**src/rtl/line_window_buf.sv**
```systemverilog
// line_window_buf: raster line buffer that presents ROWS vertically aligned
// taps (same column, current line and the ROWS-1 lines above it) together
// with the column position of the newest sample and a window-qualified flag.
//
// Handshake: a word on d is accepted on every rising edge where in_valid=1;
// there is no backpressure. sof is only looked at on accepted edges. The
// outputs describe the most recently accepted sample; out_valid is a one-cycle
// pulse per accepted sample whose window lies entirely inside the frame.
module line_window_buf #(
  parameter int SCREEN_WIDTH = 8,
  parameter int N_BITS       = 15,
  parameter int ROWS         = 3,
  localparam int CW          = $clog2(SCREEN_WIDTH)
) (
  input  logic                   clk,
  input  logic                   reset,
  input  logic [N_BITS-1:0]      d,
  input  logic                   in_valid,
  input  logic                   sof,
  output logic [ROWS*N_BITS-1:0] tap_out,
  output logic                   out_valid,
  output logic [CW-1:0]          out_col,
  output logic                   out_first_col,
  output logic                   out_last_col
);

  localparam int DEPTH = (ROWS - 1) * SCREEN_WIDTH + 1;
  localparam int LW    = $clog2(ROWS);
  localparam logic [CW-1:0] LAST_COL   = CW'(SCREEN_WIDTH - 1);
  localparam logic [LW-1:0] FULL_LINES = LW'(ROWS - 1);

  // Word shift array; entry 0 is the newest accepted word.
  logic [N_BITS-1:0] arr_q [DEPTH];
  logic [N_BITS-1:0] arr_d [DEPTH];

  // col_q is the column the next accepted sample will occupy;
  // lines_q is how many complete lines of the frame precede it (saturating).
  logic [CW-1:0] col_q, col_d;
  logic [LW-1:0] lines_q, lines_d;

  logic          out_valid_q, out_valid_d;
  logic [CW-1:0] out_col_q, out_col_d;
  logic          first_q, first_d;
  logic          last_q, last_d;

  // Position of the sample being accepted: sof restarts the frame at col 0, line 0.
  logic [CW-1:0] sample_col;
  logic [LW-1:0] sample_lines;
  assign sample_col   = sof ? '0 : col_q;
  assign sample_lines = sof ? '0 : lines_q;

  // Next-state: shift and advance counters only on accepted samples.
  always_comb begin
    arr_d       = arr_q;
    col_d       = col_q;
    lines_d     = lines_q;
    out_valid_d = 1'b0;
    out_col_d   = out_col_q;
    first_d     = first_q;
    last_d      = last_q;
    if (in_valid) begin
      arr_d[0] = d;
      for (int i = 1; i < DEPTH; i++) begin
        arr_d[i] = arr_q[i-1];
      end
      out_col_d   = sample_col;
      out_valid_d = (sample_lines == FULL_LINES);
      first_d     = (sample_col == '0);
      last_d      = (sample_col == LAST_COL);
      if (sample_col == LAST_COL) begin
        col_d   = '0;
        lines_d = (sample_lines == FULL_LINES) ? sample_lines : sample_lines + LW'(1);
      end else begin
        col_d   = sample_col + CW'(1);
        lines_d = sample_lines;
      end
    end
  end

  // State registers with synchronous active-low reset clearing the whole array.
  always_ff @(posedge clk) begin
    if (!reset) begin
      for (int i = 0; i < DEPTH; i++) begin
        arr_q[i] <= '0;
      end
      col_q       <= '0;
      lines_q     <= '0;
      out_valid_q <= 1'b0;
      out_col_q   <= '0;
      first_q     <= 1'b0;
      last_q      <= 1'b0;
    end else begin
      for (int i = 0; i < DEPTH; i++) begin
        arr_q[i] <= arr_d[i];
      end
      col_q       <= col_d;
      lines_q     <= lines_d;
      out_valid_q <= out_valid_d;
      out_col_q   <= out_col_d;
      first_q     <= first_d;
      last_q      <= last_d;
    end
  end

  // Tap k is the word accepted exactly k lines ago.
  for (genvar k = 0; k < ROWS; k++) begin : g_tap
    assign tap_out[k*N_BITS +: N_BITS] = arr_q[k*SCREEN_WIDTH];
  end

  assign out_valid     = out_valid_q;
  assign out_col       = out_col_q;
  assign out_first_col = first_q;
  assign out_last_col  = last_q;

endmodule

```
**config.mk**
```make
export PLATFORM = sky130hd
export DESIGN_NAME = line_window_buf
export DESIGN_NICKNAME = d
export VERILOG_FILES = /design/src/rtl/line_window_buf.sv
export SDC_FILE = /design/constraint.sdc
export NUM_CORES = 1
export LEC_CHECK = 0
export BUFFER_PORTS_ARGS = -buffer_cell sky130_fd_sc_hd__buf_2
export CAP_MARGIN = 15
export CORE_UTILIZATION = 52
export CTS_CLUSTER_SIZE = 24
export DETAILED_ROUTE_END_ITERATION = 8
export PLACE_DENSITY = 0.73
export SYNTH_ARGS = -nofsm -noshare
export SYNTH_HDL_FRONTEND = slang
export SYNTH_SLANG_ARGS = --single-unit
```
**constraint.sdc**
```tcl
create_clock -name clk -period 1.8 [get_ports clk]
set_input_delay 0.18 -clock clk [delete_from_list [all_inputs] [get_ports clk]]
set_output_delay 0.18 -clock clk [all_outputs]
set_load 0.005 [all_outputs]
```
==> results.toml, run 1 <==
[timing]
slew_viol_final = 0
max_freq_ghz = 0.6739
fin_crit_sh_pct = 82.44
timing.final.crit_period_ns = 1.484
tns_ns = 0
fin_ws_ns = 0.3161
rsz0062_at_grt = "false"
tightest_slew_ns = 0.4137
hold_viol = 0
fin_worst_skew_ns = 0.007684
setup_viol = 0
slew_headroom_pct = 72.42

[cts]
cts_tree = "built"
post_cts_buffers = 0
hold_buffers = 15
cts_resized = 0
cts-root-buf = "clkbuf_16"
htree_num_levels = 1
insertion_delay_ns = 0.52
cts_buffers = 27
clock_sinks = 266
clockBufferDepth = 3
path_clk_slew_ns = 0.06

[placed_design]
dpl.hpwl_mm = 9.943
io_buffers = 69
gp_congestion = 0.7074
pre_cts_ws_ns = 0.3598

[hold_path]
holdPathStages = 3
hp-class = "in2reg"

[floorplan]
floorplan.rows = 51
dieHeight_um = 144.2
start_util_pct = 53.50
fp.dieW_um = 144.2
ioPinCount = 70
fp.dieArea_um2 = 20790
core-area_um2 = 19650

[worst_setup_path]
slowest_delay_ns = 0.32
worstSetupPathType = "reg2reg"
crit_top_cell = "ha_1"
end_kind = "flop"
r2r_cells = 6
path_cells = "nor2b_1 -> ha_1 -> ha_1 -> o21ai_0 -> nand3_1 -> nand2_1"
cp_data_arrival_time_ns = 1.90
crit_path_start_kind = "flop"
critPathMaxFanout = 4
cp_slowest_cell = "dfxtp_1"
critPathRequiredTime_ns = 2.21

[logic_synthesis]
synth_top_area_share_pct = 50.65
seq_area_frac_synth_pct = 50.65
synth_edf_count = 0
yosysMostFrequentCell = "dfxtp_1"
async_flop_share_pct = 0
yosys.area.top_type = "dfxtp_1"
synth_area_per_cell_um2 = 11.39
synth_area_um2 = 10510
ys_types = 18
ys_top_cells_by_count = "dfxtp_1 (266), nor2b_1 (262), mux2i_1 (260), buf_4 (51), clkbuf_1 (27)"
yosys-top-cells-area = "dfxtp_1 (51%), mux2i_1 (25%), nor2b_1 (16%), buf_4 (3.6%), buf_6 (2.2%)"
ys.flop_type = "dfxtp_1"
yosys_warnings = 0
synth-seq-cells = 266
synth_fp_nets = 948
synthCells = 923

[final_layout]
area_growth_pct = 10.63
nNetsFinal = 974
n_antenna_cell = 0
final_core_util_pct = 59.18
drive_gt1_share_pct = 12.85

[drt]
vias = 5784
wl_mm = 15.88
antenna_left = 0
drtIter0Drc = 143
dr.pass1.iters = 4
routed_via_density = 4.702
post_drt_wl_per_cell_um = 12.91
route.detailed.drc = 0

[run]
max_cap_viol_count = 0

[global_route]
grt_pass1_wl_mm = 26.63
grt_pass1_vias = 5493
grt_usage_pct = 15.62
grt_start_max_net_pins = 68
antenna_found_initial = 0
overflow = 0

[status]
status = "completed"

[pwr]
p_per_area_nw_per_um2 = 988.6
irDropWorstVdd_uv = 696.9
leakage_nw = 4.931
-- stage by stage --
stage	hold WS (ns)	cells	total power [W]	cell area, µm²
floorplan	0.3495	923	0.006592	10510
CTS	0.05030	1230	0.01170	11630
global placement	0.4353	1170	0.006670	10700
finish	0.07784	1230	0.01150	11630
detailed placement	0.4467	1170	0.006672	10700
global route	0.08724	1230	0.01197	11630
-- sequential cells by signal, indices dropped and copies added, names as in the netlist --
register,count
col_q,3
out_col,3
lines_q,2
out_last_col,1
tap_out,45
arr_q,210
out_first_col,1
out_valid,1
-- cell families (layout without fill, tap and decap cells) --
kind of cell / count (synthesis) / count (layout) / synth area share [%]
adder cells (fa/ha/maj): 6 / 6 / 0.7140
multiplexers: 260 / 260 / 24.75
AO/OA/AOI/OAI: 5 / 5 / 0.2618
AND/OR/NAND/NOR: 276 / 276 / 16.30
buffers and inverters: 110 / 152 / 7.319
flip-flops: 266 / 266 / 50.65
-- path summary, 6_finish.rpt --
check / from / to / slack (ns)
hold reg to reg: lines_q[0] / lines_q[0] / 0.46
hold / removal: sof / col_q[0] / 0.08
setup / recovery: col_q[0] / lines_q[0] / 0.32
setup reg to reg: col_q[0] / lines_q[0] / 0.32
-- power by group --
group,internal (W),switching [W]
combinational,0.000323,0.000276
sequential,0.00594,0.0000302
clock,0.00282,0.00211
-- placed cells by master (no fill, tap or decap), types with 2 or more instances in the layout --
cell	instances
nand2_1	4
clkbuf_16	27
inv_1	5
o21ai_0	2
dfxtp_1	266
nor2b_1	262
nand3_1	2
clkinv_2	7
nand4_1	2
buf_12	9
buf_4	9
mux2i_1	260
ha_1	6
dlygate4sd3_1	15
nand2b_1	3
o22ai_1	2
clkbuf_1	8
buf_2	67
and2_1	2
clkbuf_8	2
-- worst max-delay path, delay by kind of cell, from the launching register on --
family / cells / cell delay (ns)
AOI/OAI and AO/OA: 1 / 0.13
adders and majority gates: 2 / 0.47
DFF: 1 / 0.32
and+or+nand+nor: 3 / 0.45
-- per-layer routing --
| layer | up-vias | global-route usage, % | part of all wire, % |
|---|---|---|---|
| met2 | 68 | 27.26 | 47 |
| met1 | 2635 | 19.50 | 47 |
| met4 | 0 | 4.266 | 2.0 |
| met5 | - | 0 | 0 |
| met3 | 25 | 3.179 | 3.4 |
| li1 | 3056 | - | - |
-- final cells by class --
class                      instances  area, µm²
clock inverter                     8      43.79
tap                              265      331.6
fill                            1694       8023
timing repair buffer             102      759.5
sequential                       266       5325
inverter                           5      18.77
multi-input combinational        547       4419
clock buffer                      37      733.2
No activity file was read; power rests on OpenSTA's default activity.
==> inputs of run 2 (changes only) <==
--- a/config.mk
+++ b/config.mk
@@ -10,7 +10,7 @@
 export CORE_UTILIZATION = 52
 export CTS_CLUSTER_SIZE = 24
 export DETAILED_ROUTE_END_ITERATION = 8
-export PLACE_DENSITY = 0.73
+export PLACE_DENSITY = 0.76
 export SYNTH_ARGS = -nofsm -noshare
 export SYNTH_HDL_FRONTEND = slang
 export SYNTH_SLANG_ARGS = --single-unit
==> constraint.sdc (replaced) <==
create_clock -name clk -period 1.3 [get_ports clk]
set_input_delay 0.13 -clock clk [delete_from_list [all_inputs] [get_ports clk]]
set_output_delay 0.13 -clock clk [all_outputs]
set_load 0.005 [all_outputs]
==> results.toml, run 2 (synthesized netlist as in run 1, its figures left out) <==
[status]
status = "completed"

[drt]
routed_via_density = 4.769
drtIter0Drc = 180
wl_mm = 17.04
vias = 6047
post_drt_wl_per_cell_um = 13.44
dr.pass1.iters = 4
antenna_left = 0
route.detailed.drc = 0

[final_layout]
drive_gt1_share_pct = 15.55
stdcell_count = 1268
area_growth_pct = 15.33
largest_register = "arr_q"
layout_common_cells = "dfxtp_1 (264), nor2b_1 (261), mux2i_1 (260), buf_2 (66), dlygate4sd3_1 (31)"
largest_reg_flops = 210
n_antenna_cell = 0
final_common_cell = "dfxtp_1"
nNetsFinal = 1010

[global_route]
grt_usage_pct = 16.58
overflow = 0
antenna_found_initial = 0
grt_start_max_net_pins = 67
grt_pass1_vias = 5926
grt_pass1_wl_mm = 28.03

[worst_setup_path]
critPathMaxFanout = 4
end_kind = "flop"
critPathRequiredTime_ns = 1.72
worstSetupPathType = "reg2reg"
cp_data_arrival_time_ns = 1.70
crit_path_start_kind = "flop"

[timing]
fin_crit_sh_pct = 98.55
timing.final.crit_period_ns = 1.281
tightest_slew_ns = 0.3167
setup_viol = 0
hold_viol = 0
fin_worst_skew_ns = 0.006925
hold_slack_ns = 0.09749
slew_viol_final = 0
max_freq_ghz = 0.7805
rsz0062_at_grt = "true"
slew_headroom_pct = 78.89

[run]
max_cap_viol_count = 0

[hold_path]
hp-class = "in2reg"

[pwr]
intPower_w = 0.01308
p_total_w = 0.01658
irDropWorstVdd_uv = 1161
clock_power_share_pct = 44.4
pwr-share-comb_pct = 5.7
swShare_pct = 21.09
p_per_area_nw_per_um2 = 1367
p_sw_w = 0.003496
leakage_nw = 5.188
p_seq_share_pct = 49.8

[cts]
clockBufferDepth = 3
cts-root-buf = "clkbuf_16"
cts_tree = "built"
insertion_delay_ns = 0.52
path_clk_slew_ns = 0.06
cts_buffers = 28
clock_sinks = 266
htree_num_levels = 1

[placed_design]
dpl.hpwl_mm = 10.62
gp_congestion = 0.7055
post-place-cells = 1187
io_buffers = 69

[floorplan]
core-area_um2 = 19650
fp.dieW_um = 144.2
fp.dieArea_um2 = 20790
start_util_pct = 53.50
dieHeight_um = 144.2
floorplan.rows = 51
ioPinCount = 70
-- run 2: changes by cell type in the layout (fill, tap and decap cells not counted), moves of 3 or more --
cell	delta
clkbuf_1	-4
dlygate4sd3_1	+16
buf_4	+13
clkbuf_8	+3
buf_12	+7
-- run 2: power groups by stage --
stage	clock network [W]	logic (W)	registers (W)
after floorplan	0	0.000703	0.00842
after global placement	0	0.000859	0.00844
after detailed placement	0	0.000862	0.00844
after CTS	0.00758	0.000946	0.00826
after global routing	0.00795	0.00101	0.00826
final	0.00736	0.000952	0.00826
-- run 2: metal layers --
metal | share of wire, % | GRT usage [%] | up-vias
met2 | 50 | 30.10 | 72
met1 | 45 | 19.66 | 2807
met4 | 2.2 | 5.208 | 0
met5 | 0 | 0 | -
met3 | 2.9 | 3.046 | 31
li1 | - | - | 3137
-- run 2: timing repair --
item / CTS / global route
setup buffers: 0 / 2
setup endpoints to repair: 5 / 5
cloned: 0 / 0
gates resized for setup: 3 / 6
hold endpoints to repair: 26 / 0
hold buffers: 31 / 0
-- run 2: worst max-delay path, cell delays in order (launching register included) --
cell     delay, ns
dfxtp_2       0.33
nor2b_4       0.18
ha_2          0.21
ha_2          0.21
o21ai_1       0.10
nand3_1       0.11
nand2_1       0.05
-- run 2: final timing paths --
| kind | startpoint | to | cells after the start | slack, ns |
|---|---|---|---|---|
| hold / removal | in_valid | col_q[0] | 3 | 0.1 |
| setup reg to reg | col_q[0] | lines_q[0] | 6 | 0.02 |
| hold reg to reg | lines_q[0] | lines_q[0] | 2 | 0.47 |
| setup / recovery | col_q[0] | lines_q[0] | 6 | 0.02 |
-- run 2: layout make-up --
class	instances	area, µm²
fillers	1627	7528
repair buffers	137	1152
multi-input cells	547	4432
well taps	265	331.6
clock buffers	38	809.5
flip-flops and latches	266	5328
clock inverters	10	53.80
inverters	5	18.77
-- run 2: metrics by stage --
step | setup slack (ns) | instance area, µm² | TNS [ns] | util (%)
finish | 0.01884 | 12130 | 0 | 61.69
CTS | 0.01151 | 12100 | 0 | 61.57
floorplan | 0.04476 | 10510 | 0 | -
detailed placement | -0.1207 | 10920 | -0.3697 | 55.56
global route | -0.09129 | 12130 | -0.2705 | 61.69
global placement | -0.008507 | 10920 | -0.01501 | 55.56
